<file path="config.mk">
export PLATFORM = sky130hd
export DESIGN_NAME = v10_amplitude_reader_flat
export DESIGN_NICKNAME = d
export VERILOG_FILES = /design/src/rtl/v10_amplitude_reader_pkg.sv /design/src/rtl/v10_amplitude_reader_if.sv /design/src/rtl/v10_amplitude_reader_holdoff_timer.sv /design/src/rtl/v10_amplitude_reader.sv /design/src/flat_wrapper.sv
export SDC_FILE = /design/constraint.sdc
export NUM_CORES = 1
export LEC_CHECK = 0
export ABC_AREA = 0
export CAP_MARGIN = 0
export CORE_ASPECT_RATIO = 1.1
export CORE_MARGIN = 5
export CORE_UTILIZATION = 35
export CTS_CLUSTER_DIAMETER = 150
export DETAILED_ROUTE_END_ITERATION = 8
export SYNTH_ARGS = -nofsm -noshare
export SYNTH_HDL_FRONTEND = slang
export SYNTH_SLANG_ARGS = --single-unit
</file>
<file path="constraint.sdc">
create_clock -name clk -period 4.3 [get_ports clk]
set_clock_uncertainty 0.1 [all_clocks]
set_input_delay 0.86 -clock clk [delete_from_list [all_inputs] [get_ports clk]]
set_output_delay 0.86 -clock clk [all_outputs]
set_load 0.02 [all_outputs]
</file>
<file path="src/rtl/v10_amplitude_reader_pkg.sv">
// Shared settings for the v10 amplitude reader.
//   package_settings      : ADC front-end sizing (SIZE_ADC_DATA).
//   v10_filter_parameters : trapezoid filter constants, default reader
//                           parameters and the reader state encoding.
package package_settings;
  localparam int SIZE_ADC_DATA = 12;
endpackage

package v10_filter_parameters;
  import package_settings::*;

  // Trapezoid filter geometry (k = rise, l = rise + flat, M = gain growth bits)
  localparam int M_length_var7 = 3;
  localparam int k_var7        = 4;
  localparam int l_var7        = 8;

  localparam int W_DEFAULT            = SIZE_ADC_DATA + M_length_var7 + 1;
  localparam int RISE_LEN_DEFAULT     = k_var7;
  localparam int FLAT_LEN_DEFAULT     = l_var7 - k_var7;
  localparam int HOLDOFF_LEN_DEFAULT  = 4;

  typedef enum logic [2:0] {
    ST_IDLE     = 3'd0,
    ST_RISE     = 3'd1,
    ST_FLAT     = 3'd2,
    ST_FALL     = 3'd3,
    ST_WAIT_LOW = 3'd4,
    ST_HOLDOFF  = 3'd5
  } amp_state_e;
endpackage

</file>
<file path="src/rtl/v10_amplitude_reader_if.sv">
// Sample/result bus of the v10 amplitude reader.
//   master : drives in_data/threshold, receives the event results.
//   slave  : the reader itself.
interface v10_amplitude_reader_if
  import v10_filter_parameters::*;
#(
  parameter int W = W_DEFAULT
);
  logic signed [W-1:0] in_data;
  logic signed [W-1:0] threshold;
  logic signed [W-1:0] amp_out;
  logic [31:0]         timestamp;
  logic                pileup;
  logic                amp_valid;
  logic [15:0]         event_count;
  logic                busy;

  modport master (
    output in_data, threshold,
    input  amp_out, timestamp, pileup, amp_valid, event_count, busy
  );

  modport slave (
    input  in_data, threshold,
    output amp_out, timestamp, pileup, amp_valid, event_count, busy
  );
endinterface

</file>
<file path="src/rtl/v10_amplitude_reader_holdoff_timer.sv">
// Dead-time counter for the amplitude reader.
//   clk, reset : clock, synchronous active-low reset
//   load_i     : reload the counter with LEN
//   count_i    : decrement while non-zero
//   done_o     : this is the last dead-time cycle (count <= 1)
module v10_holdoff_timer #(
  parameter int LEN = 4
) (
  input  logic clk,
  input  logic reset,
  input  logic load_i,
  input  logic count_i,
  output logic done_o
);
  logic [15:0] cnt_q;
  logic [15:0] cnt_d;

  // Next count: load wins over decrement
  always_comb begin
    cnt_d = cnt_q;
    if (load_i) begin
      cnt_d = 16'(LEN);
    end else if (count_i && (cnt_q != 16'd0)) begin
      cnt_d = cnt_q - 16'd1;
    end else begin
      cnt_d = cnt_q;
    end
  end

  // Counter register
  always_ff @(posedge clk) begin
    if (!reset) cnt_q <= 16'd0;
    else        cnt_q <= cnt_d;
  end

  assign done_o = (cnt_q <= 16'd1);
endmodule

</file>
<file path="src/rtl/v10_amplitude_reader.sv">
// Trapezoid amplitude reader: triggers on the filter output crossing the
// threshold, checks rise and flat top, captures the flat-top amplitude and
// reports it with the trigger timestamp once the pulse falls (or flags
// pile-up when the fall never comes).
//   clk, reset : clock, synchronous active-low reset
//   bus        : in_data/threshold in; amp_out, timestamp, pileup,
//                amp_valid, event_count, busy out
module v10_amplitude_reader
  import v10_filter_parameters::*;
#(
  parameter int W            = W_DEFAULT,
  parameter int RISE_LEN     = RISE_LEN_DEFAULT,
  parameter int FLAT_LEN     = FLAT_LEN_DEFAULT,
  parameter int SAMPLE_POS   = FLAT_LEN / 2,
  parameter int FALL_TIMEOUT = 2 * RISE_LEN,
  parameter int HOLDOFF_LEN  = HOLDOFF_LEN_DEFAULT
) (
  input  logic                   clk,
  input  logic                   reset,
  v10_amplitude_reader_if.slave  bus
);
  // idx_q counts samples since the trigger sample (trigger = index 0)
  localparam logic [15:0] RISE_LAST = 16'(RISE_LEN - 1);
  localparam logic [15:0] CAP_IDX   = 16'(RISE_LEN + SAMPLE_POS);
  localparam logic [15:0] FLAT_LAST = 16'(RISE_LEN + FLAT_LEN - 1);
  localparam logic [15:0] FALL_TO   = 16'(FALL_TIMEOUT);
  // A zero-length dead time skips the HOLDOFF state entirely
  localparam amp_state_e  POST_ST   = (HOLDOFF_LEN == 0) ? ST_IDLE : ST_HOLDOFF;
  localparam amp_state_e  TRIG_ST   = (RISE_LEN <= 1) ? ST_FLAT : ST_RISE;

  amp_state_e          state_q, state_d;
  logic [31:0]         timebase_q, timebase_d;
  logic [15:0]         idx_q, idx_d;
  logic [15:0]         fall_q, fall_d;
  logic [31:0]         ts_pend_q, ts_pend_d;
  logic signed [W-1:0] amp_pend_q, amp_pend_d;
  logic signed [W-1:0] amp_out_q, amp_out_d;
  logic [31:0]         timestamp_q, timestamp_d;
  logic                pileup_q, pileup_d;
  logic                amp_valid_q, amp_valid_d;
  logic [15:0]         event_count_q, event_count_d;
  logic                above_s;
  logic                ho_load_s, ho_count_s, ho_done_s;

  assign above_s = ($signed(bus.in_data) > $signed(bus.threshold));

  v10_holdoff_timer #(.LEN(HOLDOFF_LEN)) u_holdoff (
    .clk     (clk),
    .reset   (reset),
    .load_i  (ho_load_s),
    .count_i (ho_count_s),
    .done_o  (ho_done_s)
  );

  // Event state machine: next state, pending capture and result strobe
  always_comb begin
    state_d       = state_q;
    timebase_d    = timebase_q + 32'd1;
    idx_d         = idx_q;
    fall_d        = fall_q;
    ts_pend_d     = ts_pend_q;
    amp_pend_d    = amp_pend_q;
    amp_out_d     = amp_out_q;
    timestamp_d   = timestamp_q;
    pileup_d      = pileup_q;
    amp_valid_d   = 1'b0;
    event_count_d = event_count_q;
    ho_load_s     = 1'b0;
    ho_count_s    = 1'b0;
    case (state_q)
      ST_IDLE: begin
        if (above_s) begin
          ts_pend_d = timebase_q;
          idx_d     = 16'd1;
          state_d   = TRIG_ST;
        end else begin
          state_d = ST_IDLE;
        end
      end
      ST_RISE: begin
        if (!above_s) begin
          state_d = ST_IDLE;
        end else begin
          idx_d = idx_q + 16'd1;
          if (idx_q == RISE_LAST) state_d = ST_FLAT;
          else                    state_d = ST_RISE;
        end
      end
      ST_FLAT: begin
        if (idx_q == CAP_IDX) amp_pend_d = bus.in_data;
        else                  amp_pend_d = amp_pend_q;
        if (!above_s) begin
          state_d   = POST_ST;
          ho_load_s = 1'b1;
        end else begin
          idx_d = idx_q + 16'd1;
          if (idx_q == FLAT_LAST) begin
            state_d = ST_FALL;
            fall_d  = 16'd0;
          end else begin
            state_d = ST_FLAT;
          end
        end
      end
      ST_FALL: begin
        if (!above_s) begin
          amp_valid_d   = 1'b1;
          amp_out_d     = amp_pend_q;
          timestamp_d   = ts_pend_q;
          pileup_d      = 1'b0;
          event_count_d = event_count_q + 16'd1;
          state_d       = POST_ST;
          ho_load_s     = 1'b1;
        end else begin
          fall_d = fall_q + 16'd1;
          // Still above after the timeout: a second pulse has piled up
          if ((fall_q + 16'd1) >= FALL_TO) begin
            amp_valid_d   = 1'b1;
            amp_out_d     = amp_pend_q;
            timestamp_d   = ts_pend_q;
            pileup_d      = 1'b1;
            event_count_d = event_count_q + 16'd1;
            state_d       = ST_WAIT_LOW;
          end else begin
            state_d = ST_FALL;
          end
        end
      end
      ST_WAIT_LOW: begin
        if (!above_s) begin
          state_d   = POST_ST;
          ho_load_s = 1'b1;
        end else begin
          state_d = ST_WAIT_LOW;
        end
      end
      ST_HOLDOFF: begin
        ho_count_s = 1'b1;
        if (ho_done_s) state_d = ST_IDLE;
        else           state_d = ST_HOLDOFF;
      end
      default: begin
        state_d = ST_IDLE;
      end
    endcase
  end

  // State, timebase and output registers
  always_ff @(posedge clk) begin
    if (!reset) begin
      state_q       <= ST_IDLE;
      timebase_q    <= 32'd0;
      idx_q         <= 16'd0;
      fall_q        <= 16'd0;
      ts_pend_q     <= 32'd0;
      amp_pend_q    <= '0;
      amp_out_q     <= '0;
      timestamp_q   <= 32'd0;
      pileup_q      <= 1'b0;
      amp_valid_q   <= 1'b0;
      event_count_q <= 16'd0;
    end else begin
      state_q       <= state_d;
      timebase_q    <= timebase_d;
      idx_q         <= idx_d;
      fall_q        <= fall_d;
      ts_pend_q     <= ts_pend_d;
      amp_pend_q    <= amp_pend_d;
      amp_out_q     <= amp_out_d;
      timestamp_q   <= timestamp_d;
      pileup_q      <= pileup_d;
      amp_valid_q   <= amp_valid_d;
      event_count_q <= event_count_d;
    end
  end

  assign bus.amp_out     = amp_out_q;
  assign bus.timestamp   = timestamp_q;
  assign bus.pileup      = pileup_q;
  assign bus.amp_valid   = amp_valid_q;
  assign bus.event_count = event_count_q;
  assign bus.busy        = (state_q != ST_IDLE);
endmodule

</file>
<file path="src/flat_wrapper.sv">
// flat-port wrapper written by rule: the top's interface ports become plain ports
module v10_amplitude_reader_flat import v10_filter_parameters::*;
#(
  parameter int W            = W_DEFAULT,
  parameter int RISE_LEN     = RISE_LEN_DEFAULT,
  parameter int FLAT_LEN     = FLAT_LEN_DEFAULT,
  parameter int SAMPLE_POS   = FLAT_LEN / 2,
  parameter int FALL_TIMEOUT = 2 * RISE_LEN,
  parameter int HOLDOFF_LEN  = HOLDOFF_LEN_DEFAULT
)
  (clk, reset, bus_in_data, bus_threshold, bus_amp_out, bus_timestamp, bus_pileup, bus_amp_valid, bus_event_count, bus_busy);
  v10_amplitude_reader_if #(.W(W)) bus_i ();
  input  logic clk;
  input  logic reset;
  input wire logic [$bits(bus_i.in_data)-1:0] bus_in_data;
  input wire logic [$bits(bus_i.threshold)-1:0] bus_threshold;
  output wire logic [$bits(bus_i.amp_out)-1:0] bus_amp_out;
  output wire logic [$bits(bus_i.timestamp)-1:0] bus_timestamp;
  output wire logic [$bits(bus_i.pileup)-1:0] bus_pileup;
  output wire logic [$bits(bus_i.amp_valid)-1:0] bus_amp_valid;
  output wire logic [$bits(bus_i.event_count)-1:0] bus_event_count;
  output wire logic [$bits(bus_i.busy)-1:0] bus_busy;
  assign bus_i.in_data = bus_in_data;
  assign bus_i.threshold = bus_threshold;
  assign bus_amp_out = bus_i.amp_out;
  assign bus_timestamp = bus_i.timestamp;
  assign bus_pileup = bus_i.pileup;
  assign bus_amp_valid = bus_i.amp_valid;
  assign bus_event_count = bus_i.event_count;
  assign bus_busy = bus_i.busy;
  v10_amplitude_reader #(.W(W), .RISE_LEN(RISE_LEN), .FLAT_LEN(FLAT_LEN), .SAMPLE_POS(SAMPLE_POS), .FALL_TIMEOUT(FALL_TIMEOUT), .HOLDOFF_LEN(HOLDOFF_LEN)) u_core (.clk(clk), .reset(reset), .bus(bus_i));
endmodule
</file>
==> impl_metrics.tcl, run 1 <==
set metrics [dict create \
    place_area_mm2 0.00997 \
    clock_path_buffers 2 \
    r2r-end "u_core.bus.amp_out[4]" \
    crit_path_start "bus_in_data[15]" \
    synth_cell_types 56 \
    worstMarginPinSlew_ns 0.696 \
    min_period_over_period_pct 87.0 \
    start_kind "primary input" \
    yosys.area.top_type "dfxtp_1" \
    end_kind "flip-flop" \
    maxSlewHeadroom_pct 53.4 \
    synthCells 1061 \
    finalNetCount 1199 \
    cts_buffers 17 \
    gp_congestion 0.816 \
    grt_pass1_wl_um 34900 \
    wl_per_cell_um 14.0 \
    port_buffers 100 \
    postSynthAreaPerCell_um2 8.13 \
    clkTransAtPathRegs_ns 0.07 \
    rsz0062_at_grt "false" \
    cts_tree "done" \
    dieWidth_um 160 \
    nFillCells 2401 \
    async_flop_share_pct 0 \
    clkLatencyLatePin_ns 0.43 \
    synthToLayoutAreaGrowth_pct 22.4 \
    core-area_mm2 0.0244 \
    cts_resized 0 \
    finalSetupTns_ns 0 \
    required_ns 4.55 \
    first_pass_iters 4 \
    irDropWorstVdd_mv 0.274 \
    r2r_start "u_core.fall_q[0]" \
    ys_warn_count 0 \
    viasPerCell 4.98 \
    post_cts_hold_buffer_count 0 \
    synth_area_leaders "dfxtp_1, nand2_1, a21oi_1" \
    critPathCapture "u_core.bus.amp_out[4]" \
    io_pins 101 \
    grt_max_degree 124 \
    diodes 0 \
    track_usage_pct 14.8 \
    drv_slew 0 \
    ff2ff_path_depth 10 \
    num_vias 7292 \
    syn_nets 1118 \
    final_area_mm2 0.0106 \
    die_height_um 175 \
    cp_max_fo 40 \
    p_leak_uw 0.00377 \
    root_buffer "clkbuf_16" \
    dp_hpwl_um 14000 \
    p_total_uw 3650 \
    start_util_pct 35.3 \
    min_path_type "reg -> reg" \
    grt_pass1_vias 7037 \
    synth_top_area_share_pct 45.7 \
    drive_gt1_share_pct 5.71 \
    arrival_ns 3.99 \
    postCtsSetupBuffers 0 \
    h-tree-depth 4 \
    grt_overflow 0 \
    setup_viol 0 \
    die_area_mm2 0.0279 \
    rows 60 \
    hold_violations 0 \
    cts_sinks 197 \
    ant_nets 0 \
    worstHoldPathCells 2 \
    fin_hold_ws_ns 0.352 \
    grt_antenna_before_repair 0 \
    ys_ff_latch 197 \
    cap_viol_max_count 0 \
    drt_wl_total_um 20500 \
    period_needed_ns 3.74 \
    synth_edf_count 0 \
    drtIter0Drc 399 \
    power_density_mw_per_mm2 345 \
    crit_type "in -> reg" \
    seq_area_frac_synth_pct 45.7 \
    synth_ff_type "dfxtp_1" \
    netlist_area_mm2 0.00862 \
    clock.fmax_ghz 0.267 \
    drc 0 \
    status "complete, no violations" \
    ff2ff_setup_slack_ns 1.27 \
]
## layout make-up
class | instances | area [um^2] | area share, %
clock buffer | 18 | 429 | 4.07
clock inverter | 14 | 151 | 1.43
inverter | 37 | 141 | 1.34
multi-input combinational | 770 | 4300 | 40.8
sequential | 197 | 3940 | 37.4
tap | 310 | 388 | 3.68
timing repair buffer | 119 | 1190 | 11.3
## cell usage after synthesis, types with 2 or more instances
master,instances
nor3_1,21
ha_1,23
or2_1,2
nand3_1,27
o31ai_1,7
or4_1,6
o211ai_1,7
a31o_2,2
xor2_1,21
or3_1,12
a21oi_1,119
a31oi_1,5
inv_1,36
a211oi_1,4
nor2b_1,5
o211a_1,2
and4_1,6
mux2i_1,18
clkbuf_1,44
dfxtp_1,197
nand2b_1,2
a2111oi_0,4
or2_2,3
nand2_1,208
nor2_1,109
buf_4,2
o21ai_0,29
nand3b_1,8
buf_6,2
a311oi_1,2
and2_1,8
nand4b_1,2
nand4_1,20
xnor2_1,36
and3_1,16
buf_2,8
a21o_1,4
nor4_1,12
o22ai_1,5
## layout by cell type, fill, tap and decap left out, types with 23 or more instances in the layout
cell / Yosys / routed
clkdlybuf4s50_1: 0 / 100
xnor2_1: 36 / 36
a21oi_1: 119 / 118
dfxtp_1: 197 / 197
inv_1: 36 / 36
ha_1: 23 / 23
nand2_1: 208 / 208
o21ai_0: 29 / 29
nor2_1: 109 / 109
nand3_1: 27 / 27
## routing by layer
metal | part of all wire (%) | track usage (%)
met1 | 49 | 20.1
met2 | 46 | 24.1
met3 | 4.0 | 3.49
met4 | 0.87 | 3.47
met5 | 0 | 0
## power breakdown
group,leakage [uW],internal [uW],switching [uW]
Combinational,0.00191,83.8,138
Sequential,0.00159,1830,8.91
Clock,0.000275,864,719
Total,0.00377,2780,866
## stage by stage
stage | instances | util, % | setup WS [ns]
global placement | 1433 | 40.9 | 0.154
detailed placement | 1433 | 40.9 | 0.0458
finish | 1465 | 43.2 | 0.558
floorplan | 1061 | - | 0.763
CTS | 1465 | 43.2 | 0.506
global route | 1465 | 43.2 | 0.280
## worst min-delay path by stage
| stage | slack, ns | startpoint | endpoint |
|---|---|---|---|
| 6_report | 0.35 | u_core.amp_pend_q[10] | u_core.bus.amp_out[10] |
| 4_1_cts | 0.36 | u_core.amp_pend_q[10] | u_core.bus.amp_out[10] |
| 3_5_place_dp | 0.34 | u_core.amp_pend_q[14] | u_core.bus.amp_out[14] |
| 2_1_floorplan | 0.33 | u_core.timebase_q[0] | u_core.timebase_q[0] |
| 5_1_grt | 0.37 | u_core.bus.amp_out[8] | u_core.bus.amp_out[8] |
| 3_3_place_gp | 0.34 | u_core.amp_pend_q[10] | u_core.bus.amp_out[10] |
## cell families after synthesis
kind of cell,count (synthesis),synth area share [%]
buffers and inverters,94,4.47
AND/OR/NAND/NOR,474,25.5
AO/OA/AOI/OAI,197,13.0
flip-flops,197,45.7
multiplexers,19,2.22
XOR/XNOR,57,5.79
adder cells (fa/ha/maj),23,3.34
## sequential cells by signal, summed over array words and instances (netlist names)
register	count
u_core.amp_pend_q	16
u_core.u_holdoff.cnt_q	16
u_core.bus.timestamp	32
u_core.bus.pileup	1
u_core.fall_q	16
u_core.bus.amp_valid	1
u_core.timebase_q	32
u_core.state_q	3
u_core.ts_pend_q	32
u_core.bus.amp_out	16
u_core.idx_q	16
u_core.bus.event_count	16
## critical path, stage by stage
cell             delay, ns
clkdlybuf4s50_1       0.47
ha_1                  0.33
nand4_1               0.09
or2_1                 0.26
o21ba_2               0.22
a211oi_1              0.24
mux2_2                0.41
a21o_2                0.38
buf_4                 0.45
nand2_1               0.10
a21oi_1               0.16
Power figures use the tool's default switching activity.
==> run 2, diff against run 1 <==
--- a/config.mk
+++ b/config.mk
@@ -11,6 +11,7 @@
 export CORE_MARGIN = 5
 export CORE_UTILIZATION = 35
 export CTS_CLUSTER_DIAMETER = 150
+export CTS_CLUSTER_SIZE = 10
 export DETAILED_ROUTE_END_ITERATION = 8
 export SYNTH_ARGS = -nofsm -noshare
 export SYNTH_HDL_FRONTEND = slang
==> results of run 2 <==
Final layout, timing and power as in run 1 (identical DEF).
==> run 3, diff against run 2 <==
--- a/config.mk
+++ b/config.mk
@@ -5,7 +5,7 @@
 export SDC_FILE = /design/constraint.sdc
 export NUM_CORES = 1
 export LEC_CHECK = 0
-export ABC_AREA = 0
+export ABC_AREA = 1
 export CAP_MARGIN = 0
 export CORE_ASPECT_RATIO = 1.1
 export CORE_MARGIN = 5
@@ -13,6 +13,7 @@
 export CTS_CLUSTER_DIAMETER = 150
 export CTS_CLUSTER_SIZE = 10
 export DETAILED_ROUTE_END_ITERATION = 8
+export GPL_TIMING_DRIVEN = 1
 export SYNTH_ARGS = -nofsm -noshare
 export SYNTH_HDL_FRONTEND = slang
 export SYNTH_SLANG_ARGS = --single-unit
==> run 3 against run 2 <==
Net effect: first-iteration DRC count grew 36%; design area up 10%; routed wire length up 15%; combinational power grew 68%; global-route usage increased by 0.21 points; count of clock-buffer cells in the layout unchanged; sequential cell count is the same; critical endpoint is now u_core.bus.amp_out[0]; largest power group unchanged.
==> impl_metrics.tcl, run 3 <==
set metrics [dict create \
    end_kind "flip-flop" \
    period_needed_ns 3.55 \
    postCtsSetupBuffers 0 \
    dp_hpwl_um 16100 \
    h-tree-depth 4 \
    min_path_type "reg -> reg" \
    fin_hold_ws_ns 0.361 \
    status "complete, no violations" \
    start_kind "primary input" \
    cts_resized 0 \
    p_total_uw 3930 \
    track_usage_pct 15.0 \
    nFillCells 2872 \
    cts_tree "done" \
    setup_viol 0 \
    combPwrFrac_pct 9.5 \
    start_util_pct 35.4 \
    drtIter0Drc 541 \
    post_cts_hold_buffer_count 0 \
    yosys.area.top_type "dfxtp_1" \
    synthToLayoutAreaGrowth_pct 17.5 \
    io_pins 101 \
    async_flop_share_pct 0 \
    hold_violations 0 \
    p_clk_share_pct 42.5 \
    drc 0 \
    irDropWorstVdd_mv 0.242 \
    grt_pass1_wl_um 39700 \
    first_pass_iters 5 \
    drive_gt1_share_pct 7.96 \
    ys_ff_latch 197 \
    cp_max_fo 64 \
    arrival_ns 3.79 \
    die_area_mm2 0.0317 \
    synth_area_leaders "dfxtp_1, nor2_1, nand2_1" \
    drt_wl_total_um 23700 \
    postSynthAreaPerCell_um2 7.25 \
    synth_ff_type "dfxtp_1" \
    clock_path_buffers 2 \
    core-area_mm2 0.0279 \
    finalSetupTns_ns 0 \
    wl_per_cell_um 13.1 \
    synthCells 1363 \
    gp_congestion 0.867 \
    ant_nets 0 \
    synth_top_area_share_pct 39.9 \
    cts_sinks 197 \
    rsz0062_at_grt "false" \
    min_period_over_period_pct 82.6 \
    ys_warn_count 0 \
    power_switching_uw 1060 \
    cap_viol_max_count 0 \
    grt_antenna_before_repair 0 \
    num_vias 8730 \
    viasPerCell 4.83 \
    mostFrequentLayoutCells "nor2_1, nand2_1, dfxtp_1" \
    required_ns 4.54 \
    synth_commonest_cells "nor2_1, nand2_1, dfxtp_1, inv_1, a21oi_1" \
    port_buffers 100 \
    die_height_um 186 \
    cts_buffers 17 \
    finalNetCount 1489 \
    grt_pass1_vias 8382 \
    power.internal_uw 2880 \
    rows 64 \
    clkTransAtPathRegs_ns 0.08 \
    synth_edf_count 0 \
    grt_overflow 0 \
    synth_cell_types 41 \
    diodes 0 \
    clock.fmax_ghz 0.282 \
    power_density_mw_per_mm2 339 \
    crit_type "in -> reg" \
    yosysMostFrequentCell "nor2_1" \
    grt_max_degree 105 \
    dieWidth_um 170 \
    syn_nets 1420 \
    root_buffer "clkbuf_16" \
    worstMarginPinSlew_ns 1.03 \
    swShare_pct 26.8 \
    clkLatencyLatePin_ns 0.44 \
    seq_area_frac_synth_pct 39.9 \
    power_frac_seq_pct 48.0 \
    p_leak_uw 0.00429 \
    maxSlewHeadroom_pct 31.5 \
    final_common_cell "nor2_1" \
    drv_slew 0 \
    netlist_area_mm2 0.00988 \
]
## run 3: cell count changes after synthesis, sizes merged, moves of 10 or more
cell    previous run  this run
nor2             109       242
inv               37       164
nand3             27       128
o21ai             30        70
buf               13        38
clkbuf            44        19
nand2            208       230
xnor2             36        16
mux2i             18         0
and3              16         1
a211oi             4        18
or3               12         1
nor3              22        32
nor4              14         4
## run 3: path summary, 6_finish.rpt
kind | start | endpoint | slack [ns] | cells past startpoint
setup reg to reg | u_core.fall_q[0] | u_core.bus.amp_out[0] | 1.58 | 13
hold reg to reg | u_core.timebase_q[0] | u_core.timebase_q[0] | 0.36 | 1
setup / recovery | bus_threshold[15] | u_core.bus.amp_out[0] | 0.75 | 15
hold / removal | u_core.timebase_q[0] | u_core.timebase_q[0] | 0.36 | 1
## run 3: critical path: stages
cell	delay [ns]
clkdlybuf4s50_1	0.46
inv_1	0.04
ha_1	0.36
nand2_1	0.13
nor3_1	0.31
nand2_1	0.14
nand2_1	0.10
nand2_1	0.07
nand2_1	0.10
nor2_4	0.05
nand2_4	0.07
buf_4	0.69
nand3_1	0.14
nand2_1	0.10
nor2_1	0.06
## run 3: power groups by stage
stage	registers (uW)	logic, uW	clock network (uW)
final	1890	374	1670
after global routing	1890	427	1780
after CTS	1890	383	1710
after detailed placement	1930	382	0
after global placement	1930	376	0
after floorplan	1930	313	0
## run 3: area by class of cell
class / instances / area, um^2 / area share [%]
Multi-Input combinational cell: 943 / 4920 / 42.4
Clock buffer: 18 / 429 / 3.70
Sequential cell: 197 / 3940 / 34.0
Tap cell: 363 / 454 / 3.91
Inverter: 166 / 623 / 5.37
Timing Repair Buffer: 107 / 1060 / 9.16
Clock inverter: 14 / 179 / 1.54
## run 3: kinds of logic (layout without fill, tap and decap cells)
logic type / Yosys count / after routing / share of synthesized area [%]
adders and majority gates: 23 / 23 / 2.91
DFF: 197 / 197 / 39.9
xor gates and xnor gates: 39 / 39 / 3.46
and+or+nand+nor: 669 / 669 / 31.8
buffers and inverters: 223 / 305 / 10.4
AOI/OAI and AO/OA: 212 / 212 / 11.5
## run 3: stage by stage
stage	utilization [%]	area, um^2	setup WS [ns]	std cells
2_1_floorplan	-	9880	1.53	1363
3_3_place_gp	39.5	11000	0.318	1776
3_5_place_dp	39.5	11000	0.292	1776
4_1_cts	41.7	11600	0.750	1808
5_1_grt	41.7	11600	0.497	1808
6_report	41.7	11600	0.749	1808
## run 3: per-layer routing
metal	part of all wire (%)	GRT usage [%]	vias to the layer above
met4	1.4	4.66	0
li1	-	-	4533
met1	48	19.4	4018
met5	0	0	-
met2	46	25.6	161
met3	4.6	2.90	18
